**src/rtl/whack_pkg.sv**
```systemverilog
// ============================================================================
// whack_pkg : shared mole count, state encoding and one-hot decode
// Rev 1.0
// ============================================================================
`default_nettype none

package whack_pkg;

    localparam int NUM_MOLES = 8;
    localparam int MOLE_W    = 3;

    typedef enum logic [2:0] {
        ST_IDLE = 3'd0,
        ST_PICK = 3'd1,
        ST_SHOW = 3'd2,
        ST_GAP  = 3'd3,
        ST_DONE = 3'd4
    } state_t;

    function automatic logic [NUM_MOLES-1:0] onehot(input logic [MOLE_W-1:0] idx);
        logic [NUM_MOLES-1:0] v;
        v      = '0;
        v[idx] = 1'b1;
        return v;
    endfunction

endpackage

`default_nettype wire

```
**src/rtl/mole_timer.sv**
```systemverilog
// ============================================================================
// mole_timer : loadable down-counter, expired while the count sits at zero
// Rev 1.0
// ============================================================================
`default_nettype none

module mole_timer #(
    parameter int WIDTH = 8
) (
    input  logic             i_Clk,
    input  logic             i_Rst_n,
    input  logic             i_Load,
    input  logic [WIDTH-1:0] i_Value,
    output logic             o_Expired
);

    logic [WIDTH-1:0] count_q;
    logic [WIDTH-1:0] count_d;

    always_comb begin
        count_d = count_q;
        if (i_Load) begin
            count_d = i_Value;
        end else if (count_q != '0) begin
            count_d = count_q - 1'b1;
        end
    end

    always_ff @(posedge i_Clk or negedge i_Rst_n) begin
        if (!i_Rst_n) begin
            count_q <= '0;
        end else begin
            count_q <= count_d;
        end
    end

    assign o_Expired = (count_q == '0);

endmodule

`default_nettype wire

```
**src/rtl/mole_scheduler.sv**
```systemverilog
// ============================================================================
// mole_scheduler : whack-a-mole round sequencer (pick, show, judge, score)
// Rev 1.0
// ============================================================================
`default_nettype none

module mole_scheduler
    import whack_pkg::*;
#(
    parameter int SHOW_CYCLES = 25000000,
    parameter int GAP_CYCLES  = 5000000,
    parameter int NUM_ROUNDS  = 16,
    parameter int MAX_RETRY   = 3,
    parameter int SCORE_W     = 5
) (
    input  logic                 i_Clk,
    input  logic                 i_Rst_n,
    input  logic                 i_Start,
    input  logic [MOLE_W-1:0]    i_Rand,
    input  logic [NUM_MOLES-1:0] i_Hit,
    output logic [NUM_MOLES-1:0] o_Mole,
    output logic                 o_Hit_Pulse,
    output logic                 o_Miss_Pulse,
    output logic [SCORE_W-1:0]   o_Score,
    output logic [SCORE_W-1:0]   o_Misses,
    output logic                 o_Busy,
    output logic                 o_Done
);

    localparam int TMR_MAX = (SHOW_CYCLES > GAP_CYCLES) ? SHOW_CYCLES : GAP_CYCLES;
    localparam int TMR_W   = (TMR_MAX > 2) ? $clog2(TMR_MAX) : 1;
    localparam int RND_W   = (NUM_ROUNDS > 2) ? $clog2(NUM_ROUNDS) : 1;
    localparam int RTY_W   = (MAX_RETRY > 1) ? $clog2(MAX_RETRY + 1) : 1;
    localparam logic [SCORE_W-1:0] SCORE_MAX = {SCORE_W{1'b1}};

    state_t                 state_q, state_d;
    logic [MOLE_W-1:0]      last_q, last_d;
    logic                   first_q, first_d;
    logic [RND_W-1:0]       round_q, round_d;
    logic [RTY_W-1:0]       retry_q, retry_d;
    logic [SCORE_W-1:0]     score_q, score_d;
    logic [SCORE_W-1:0]     misses_q, misses_d;
    logic [NUM_MOLES-1:0]   mole_q, mole_d;
    logic                   hit_pulse_q, hit_pulse_d;
    logic                   miss_pulse_q, miss_pulse_d;
    logic                   busy_q, busy_d;
    logic                   done_q, done_d;

    logic                   tmr_load;
    logic [TMR_W-1:0]       tmr_value;
    logic                   tmr_expired;
    logic                   accept;
    logic [MOLE_W-1:0]      pick_idx;
    logic                   hit_now;
    logic                   miss_now;

    mole_timer #(
        .WIDTH (TMR_W)
    ) u_timer (
        .i_Clk     (i_Clk),
        .i_Rst_n   (i_Rst_n),
        .i_Load    (tmr_load),
        .i_Value   (tmr_value),
        .o_Expired (tmr_expired)
    );

    always_comb begin
        state_d      = state_q;
        last_d       = last_q;
        first_d      = first_q;
        round_d      = round_q;
        retry_d      = retry_q;
        score_d      = score_q;
        misses_d     = misses_q;
        hit_pulse_d  = 1'b0;
        miss_pulse_d = 1'b0;
        tmr_load     = 1'b0;
        tmr_value    = '0;
        accept       = 1'b0;
        pick_idx     = i_Rand;
        hit_now      = 1'b0;
        miss_now     = 1'b0;

        case (state_q)
            ST_IDLE: begin
                if (i_Start) begin
                    score_d  = '0;
                    misses_d = '0;
                    round_d  = '0;
                    retry_d  = '0;
                    first_d  = 1'b1;
                    state_d  = ST_PICK;
                end
            end
            ST_PICK: begin
                if (first_q || (i_Rand != last_q)) begin
                    accept = 1'b1;
                end else if (retry_q == RTY_W'(MAX_RETRY)) begin
                    // Forced pick steps to the neighbour; 3-bit add wraps 7 to 0
                    accept   = 1'b1;
                    pick_idx = last_q + 1'b1;
                end else begin
                    retry_d = retry_q + 1'b1;
                end
                if (accept) begin
                    last_d    = pick_idx;
                    first_d   = 1'b0;
                    retry_d   = '0;
                    tmr_load  = 1'b1;
                    tmr_value = TMR_W'(SHOW_CYCLES - 1);
                    state_d   = ST_SHOW;
                end
            end
            ST_SHOW: begin
                if (i_Hit[last_q]) begin
                    hit_now = 1'b1;
                end else if ((i_Hit != '0) || tmr_expired) begin
                    miss_now = 1'b1;
                end
                if (hit_now) begin
                    hit_pulse_d = 1'b1;
                    score_d     = (score_q == SCORE_MAX) ? score_q : score_q + 1'b1;
                end
                if (miss_now) begin
                    miss_pulse_d = 1'b1;
                    misses_d     = (misses_q == SCORE_MAX) ? misses_q : misses_q + 1'b1;
                end
                if (hit_now || miss_now) begin
                    tmr_load  = 1'b1;
                    tmr_value = TMR_W'(GAP_CYCLES - 1);
                    state_d   = ST_GAP;
                end
            end
            ST_GAP: begin
                if (tmr_expired) begin
                    if (round_q == RND_W'(NUM_ROUNDS - 1)) begin
                        state_d = ST_DONE;
                    end else begin
                        round_d = round_q + 1'b1;
                        state_d = ST_PICK;
                    end
                end
            end
            ST_DONE: begin
                state_d = ST_IDLE;
            end
            default: begin
                state_d = ST_IDLE;
            end
        endcase

        // Registered outputs follow the next state so they align with it
        mole_d = (state_d == ST_SHOW) ? onehot(last_d) : '0;
        busy_d = (state_d != ST_IDLE);
        done_d = (state_q == ST_DONE);
    end

    always_ff @(posedge i_Clk or negedge i_Rst_n) begin
        if (!i_Rst_n) begin
            state_q      <= ST_IDLE;
            last_q       <= '0;
            first_q      <= 1'b1;
            round_q      <= '0;
            retry_q      <= '0;
            score_q      <= '0;
            misses_q     <= '0;
            mole_q       <= '0;
            hit_pulse_q  <= 1'b0;
            miss_pulse_q <= 1'b0;
            busy_q       <= 1'b0;
            done_q       <= 1'b0;
        end else begin
            state_q      <= state_d;
            last_q       <= last_d;
            first_q      <= first_d;
            round_q      <= round_d;
            retry_q      <= retry_d;
            score_q      <= score_d;
            misses_q     <= misses_d;
            mole_q       <= mole_d;
            hit_pulse_q  <= hit_pulse_d;
            miss_pulse_q <= miss_pulse_d;
            busy_q       <= busy_d;
            done_q       <= done_d;
        end
    end

    assign o_Mole       = mole_q;
    assign o_Hit_Pulse  = hit_pulse_q;
    assign o_Miss_Pulse = miss_pulse_q;
    assign o_Score      = score_q;
    assign o_Misses     = misses_q;
    assign o_Busy       = busy_q;
    assign o_Done       = done_q;

endmodule

`default_nettype wire

```
**config.mk**
```make
export PLATFORM = sky130hd
export DESIGN_NAME = mole_scheduler
export DESIGN_NICKNAME = d
export VERILOG_FILES = /design/src/rtl/whack_pkg.sv /design/src/rtl/mole_timer.sv /design/src/rtl/mole_scheduler.sv
export SDC_FILE = /design/constraint.sdc
export NUM_CORES = 1
export LEC_CHECK = 0
export CAP_MARGIN = 5
export CORE_MARGIN = 2
export CORE_UTILIZATION = 45
export CTS_BUF_LIST = sky130_fd_sc_hd__clkbuf_16
export DETAILED_ROUTE_END_ITERATION = 8
export PLACE_DENSITY = 0.66
export SYNTH_ARGS = -nofsm -noshare
export SYNTH_HDL_FRONTEND = slang
export SYNTH_SLANG_ARGS = --single-unit
```
**constraint.sdc**
```tcl
create_clock -name i_Clk -period 4.9 [get_ports i_Clk]
set_input_delay 0.735 -clock i_Clk [delete_from_list [all_inputs] [get_ports i_Clk]]
set_output_delay 0.735 -clock i_Clk [all_outputs]
set_load 0.05 [all_outputs]
```
* After elaboration in Yosys (flattened, before gate mapping)
Index checks and enable logic that the tools add are counted.
Storage, ports and cells: output and inout bits 22, word-level logic and storage cells 114, register bits after elaboration 60
Cells by class: muxes and demuxes 54, order comparisons 3, reduce and logical (&&, ||, !) cells 18, equal/unequal tests 20, add/subtract/negate cells 6
Operators by type and width (number):
- $mux 25 | 3
- $pmux 25 s2 | 1
- $mux 3 | 9
- $logic_not 25->1 | 1
- $mux 5 | 5
- $reduce_bool 25->1 | 1
- $sub 25x1->25 const B | 1
- $mux 23 | 1
- $pmux 5 s2 | 2
- $mux 1 | 18
- $ne 2x2->1 const B | 8
- $reduce_and 4->1 | 4
- $mux 4 | 3
- $pmux 3 s4 | 1
- $add 5x1->5 const B | 2
- $eq 5x5->1 const B | 2
- $eq 3x2->1 const B | 3
- $lt 3x4->1 const B | 2
- $mux 2 | 4
- $mux 8 | 1
- $pmux 4 s2 | 1
- $reduce_bool 2->1 | 4
- $reduce_bool 8->1 | 1
- $ne 3x3->1 const B | 2
- 18 further kinds | 21

* Logic depth before layout (Yosys ltp)
depth in word-level cells 11, mapped depth 9

* Cells and area by module
From an unflattened synthesis, not the netlist that was laid out.
Second synthesis, totals: cell total of the unflattened synthesis 324, area total of the unflattened synthesis 3289.4 um^2
Modules (own cells, without submodules):
- mole_scheduler | area each 1811.7 um^2, times used 1, cells an instance 172, sequential area each 877.1 um^2
- mole_timer | area each 1477.7 um^2, times used 1, cells an instance 152, sequential area each 625.6 um^2

* Worst setup path after synthesis
Ideal clock, no wire load.
path type flip-flop to flip-flop, start reg u_timer.count_q[0], end reg round_q[3], cell stages (with the launch flop) 10, setup slack 2.488 ns, path buffers 2, clock period less this slack 2.412 ns, arrival 2.253 ns, required time 4.741 ns, cell sequence dfrtp_1 -> inv_1 -> ha_1 -> or4b_1 -> clkbuf_1 -> or4_4 -> nor2_4 -> buf_6 -> and4b_1 -> nor3_2
Between the ends: word-level cells in the longest chain between the ends 3
RTL lines:
- start: declaration | RTL line mole_timer.sv:17 | logic [WIDTH-1:0] count_q;
- start signal: assignment | RTL line mole_timer.sv:33 | count_q <= count_d;
- $logic_not 25->1 | RTL line mole_timer.sv:37 | assign o_Expired = (count_q == '0);
- $ne 2x2->1 (no source line)
- $reduce_and 4->1 (no source line)
- end signal: assignment | RTL line mole_scheduler.sv:176 | round_q <= round_d;
- end: declaration | RTL line mole_scheduler.sv:39 | logic [RND_W-1:0] round_q, round_d;
Every way passes these cells. A chain may end at the register's enable or synchronous reset.

* Worst setup path in the final report
start in i_Rand[2], end reg u_timer.count_q[4]
Between the ends: word-level cells in the longest chain between the ends 7, elaborated cells on any way between the ends 10, those cells by class eq/ne: 1; mux: 7; reduce/logical: 2
RTL lines:
- start: declaration | RTL line mole_scheduler.sv:19 | input logic [MOLE_W-1:0] i_Rand,
- $ne 3x3->1 * | RTL line mole_scheduler.sv:96 | if (first_q || (i_Rand != last_q)) begin
- $logic_or 1x1->1 * | RTL line mole_scheduler.sv:96
- $mux 1 * | RTL line mole_scheduler.sv:96
- $mux 1 * | RTL line mole_scheduler.sv:84 | case (state_q)
- $mux 25 or $mux 1 (tied branches) | RTL line mole_scheduler.sv:105 | if (accept) begin
- $pmux 25 s2 or $pmux 1 s2 (tied branches) | RTL line mole_scheduler.sv:84
- $mux 25 or $reduce_bool 2->1 (tied branches)
Every way passes the cells marked *; elsewhere a longest branch is shown, timed or not. The select of a mux whose other input is x is not followed.

==> results.toml <==
[cts]
cts_tree = "yes"
post_cts_buffers = 0
hold_buffers = 0
htree_levels = 3
clk_pin_slew_ns = 0.05
cts_buffer_depth = 2
cts_buffers = 9
ctsResizeCount = 0
clk_latency_ns = 0.33
cts_sinks = 60
clock-root-buffer = "clkbuf_16"

[layout]
nFillCells = 656
multi_input_area_um2 = 1790
n_antenna_cell = 0
finalNetCount = 397
layout-drive-gt1-share_pct = 11.3
syn_to_final_growth_pct = 19.8
layout_commonest_cell = "dfrtp_1"
layout_common_cells = "dfrtp_1, nand2_1, nor2_1"
regArea_um2 = 1500

[route]
drc_errors = 0
first_iter_violations = 124
ant_nets = 0
vias = 2771
avgRoutedWirePerCell_um = 16.4
dr.pass1.iters = 4
viasPerCell = 5.80
drt_wl_total_um = 7820

[synth]
yosysWarnings = 0
synth-simple-area-share_pct = 27.8
synth_top_family_by_area = "simple AND/OR/NAND/NOR gates"
seq_area_frac_synth_pct = 44.5
postSynthCellCount = 341
avgSynthCellArea_um2 = 9.90
synth_ff_type = "dfrtp_1"
synth_edf_count = 0
async_flop_share_pct = 100
syn_area_um2 = 3370
synth_nets = 363
synth_top_area_share_pct = 43.8
synthXorXnorAreaFrac_pct = 4.67
synth-compound-area-share_pct = 13.1
synth.area.top_cells = "dfrtp_1, nand2_1, nor2_1, ha_1, mux2i_1"
yosys.area.top_type = "dfrtp_1"
synth_cell_types = 60
synthMuxAreaShare_pct = 4.34
ys_ff_latch = 60
synth_fa_ha_area_share_pct = 2.97

[placement]
dp_hpwl_um = 5300
gp_congestion = 0.861
portBuffers = 35

[hold_path]
min-delay-start = "first_q$_DFFE_PN1P_"
hold_depth = 2
hold_path.class = "flop to flop"
min_to = "first_q$_DFFE_PN1P_"

[timing]
setup_viol = 0
clock.fmax_mhz = 321
finalSetupTns_ns = 0
post-route-period-util_pct = 63.6
clock_skew_ns = 0.00667
slew_violations = 0
hold_viol_final = 0
slew_headroom_pct = 24.6
rsz0062_at_grt = "no"
worstMarginPinSlew_ns = 1.13
finalCriticalPeriod_ns = 3.12

[floorplan]
dieHeight_um = 90.6
die_area_um2 = 8210
rows = 31
ios = 36
core-area_um2 = 7250
start_util_pct = 46.5
die_x_um = 90.6

[worst_setup_path]
crit_fanout = 11
cpPeakStageDelay_ns = 0.68
arrival_ns = 3.28
r2r_cells = 7
reg2reg_slack_ns = 2.13
crit_buf_inv = 1
critPathLaunch = "i_Rand[2]"
worst_r2r_startpoint = "u_timer.count_q[0]$_DFFE_PN0P_"
cp.required_ns = 5.06
critPathTopFamily = "simple AND/OR/NAND/NOR gates"
end_kind = "flop"
critPathSlowestCell = "nor4_2"
path_cells = "clkdlybuf4s50_1 > xor2_1 > nor4_2 > a21oi_1 > nor2_1 > o211ai_1"
r2r_end = "u_timer.count_q[20]$_DFFE_PN0P_"
start_kind = "primary input"
criticalPathCategory = "primary input to flop"

[global_route]
antenna_found_initial = 0
grt_pass1_vias = 2711
overflow = 0
grt_pass1_wl_um = 13500
grt_max_degree = 61
grt_use_total_pct = 20.5

[power_and_ir_drop]
power_density_nw_per_um2 = 274
p_total_mw = 1.11
p_leak_nw = 1.61
vdd_drop_max_uv = 204

[flow_run]
cap_violations = 0

[run_status]
status = "finished, final reports clean"
## power breakdown
| part | internal (mW) | switching, mW | total (mW) |
|---|---|---|---|
| combinational | 0.0243 | 0.0369 | 0.0612 |
| clock | 0.329 | 0.209 | 0.538 |
| sequential | 0.501 | 0.00606 | 0.507 |
## metal layers
metal	track usage, %	part of all wire (%)
met1	27.7	46
met2	33.1	48
met3	3.26	4.7
met4	7.95	1.6
met5	0	0
## per-stage QoR
step           utilization [%]  setup slack [ns]  cells  hold WS, ns  instance area, µm²
6_report                  55.7              1.78    478        0.495                4040
5_1_grt                   55.7              1.53    478        0.525                4040
4_1_cts                   55.7              1.82    478        0.501                4040
3_5_place_dp              52.3              1.50    463        0.490                3790
3_3_place_gp              52.3              1.58    463        0.479                3790
2_1_floorplan                -              2.49    341        0.439                3370
## worst max-delay path by stage
| stage | to | slack, ns | cells past startpoint |
|---|---|---|---|
| 3_5_place_dp | u_timer.count_q[4]$_DFFE_PN0P_ | 1.50 | 6 |
| 3_3_place_gp | u_timer.count_q[14]$_DFFE_PN0P_ | 1.58 | 6 |
| 4_1_cts | u_timer.count_q[4]$_DFFE_PN0P_ | 1.82 | 6 |
| 6_report | u_timer.count_q[4]$_DFFE_PN0P_ | 1.78 | 6 |
| 2_1_floorplan | round_q[3]$_DFFE_PN0P_ | 2.49 | 9 |
| 5_1_grt | u_timer.count_q[4]$_DFFE_PN0P_ | 1.53 | 6 |
## state kept, by name (all words and copies together) (netlist names)
register         flops
retry_q              2
o_Done               1
state_q              3
o_Miss_Pulse         1
first_q              1
round_q              4
u_timer.count_q     25
o_Mole               8
o_Misses             5
o_Hit_Pulse          1
o_Busy               1
last_q               3
o_Score              5
## final cells by class
class	instances	share of cell area [%]
inverter	3	0.279
sequential	60	37.2
clock buffer	9	5.57
tap	99	3.07
multi-input combinational	263	44.2
clock inverter	6	0.619
timing repair buffer	38	9.10
## synth_stat cells, types with 3 or more instances
cell and number:
ha_1 8, a21oi_1 16, nand3_1 12, or3_1 3, mux2i_1 9, o211ai_1 7
o31ai_1 6, nor4_1 12, nand3b_1 4, xnor2_1 10, or4_4 3, xor2_1 8
nor3b_1 3, nand2_1 36, or4_1 6, dfrtp_1 59, nor2_1 35, nor3_1 8
nor4b_2 3, buf_2 3, and3_1 4, or2_2 3, inv_1 3, or4b_1 3
o21ai_0 16, clkbuf_1 10, o21ai_1 3, nor4b_1 3, or4b_2 3
## worst min-delay path, cell delays in order (launching register included)
cell and delay (ns):
dfstp_2 0.39, nand2_1 0.06, nand2_1 0.05
## logic make-up (layout without fill, tap and decap cells)
group,after synthesis,count (layout)
and+or+nand+nor,157,157
AOI/OAI and AO/OA,68,68
DFF,60,60
xor gates and xnor gates,18,18
buffers and inverters,18,56
muxes,12,12
adders and majority gates,8,8
Power figures use the tool's default switching activity.
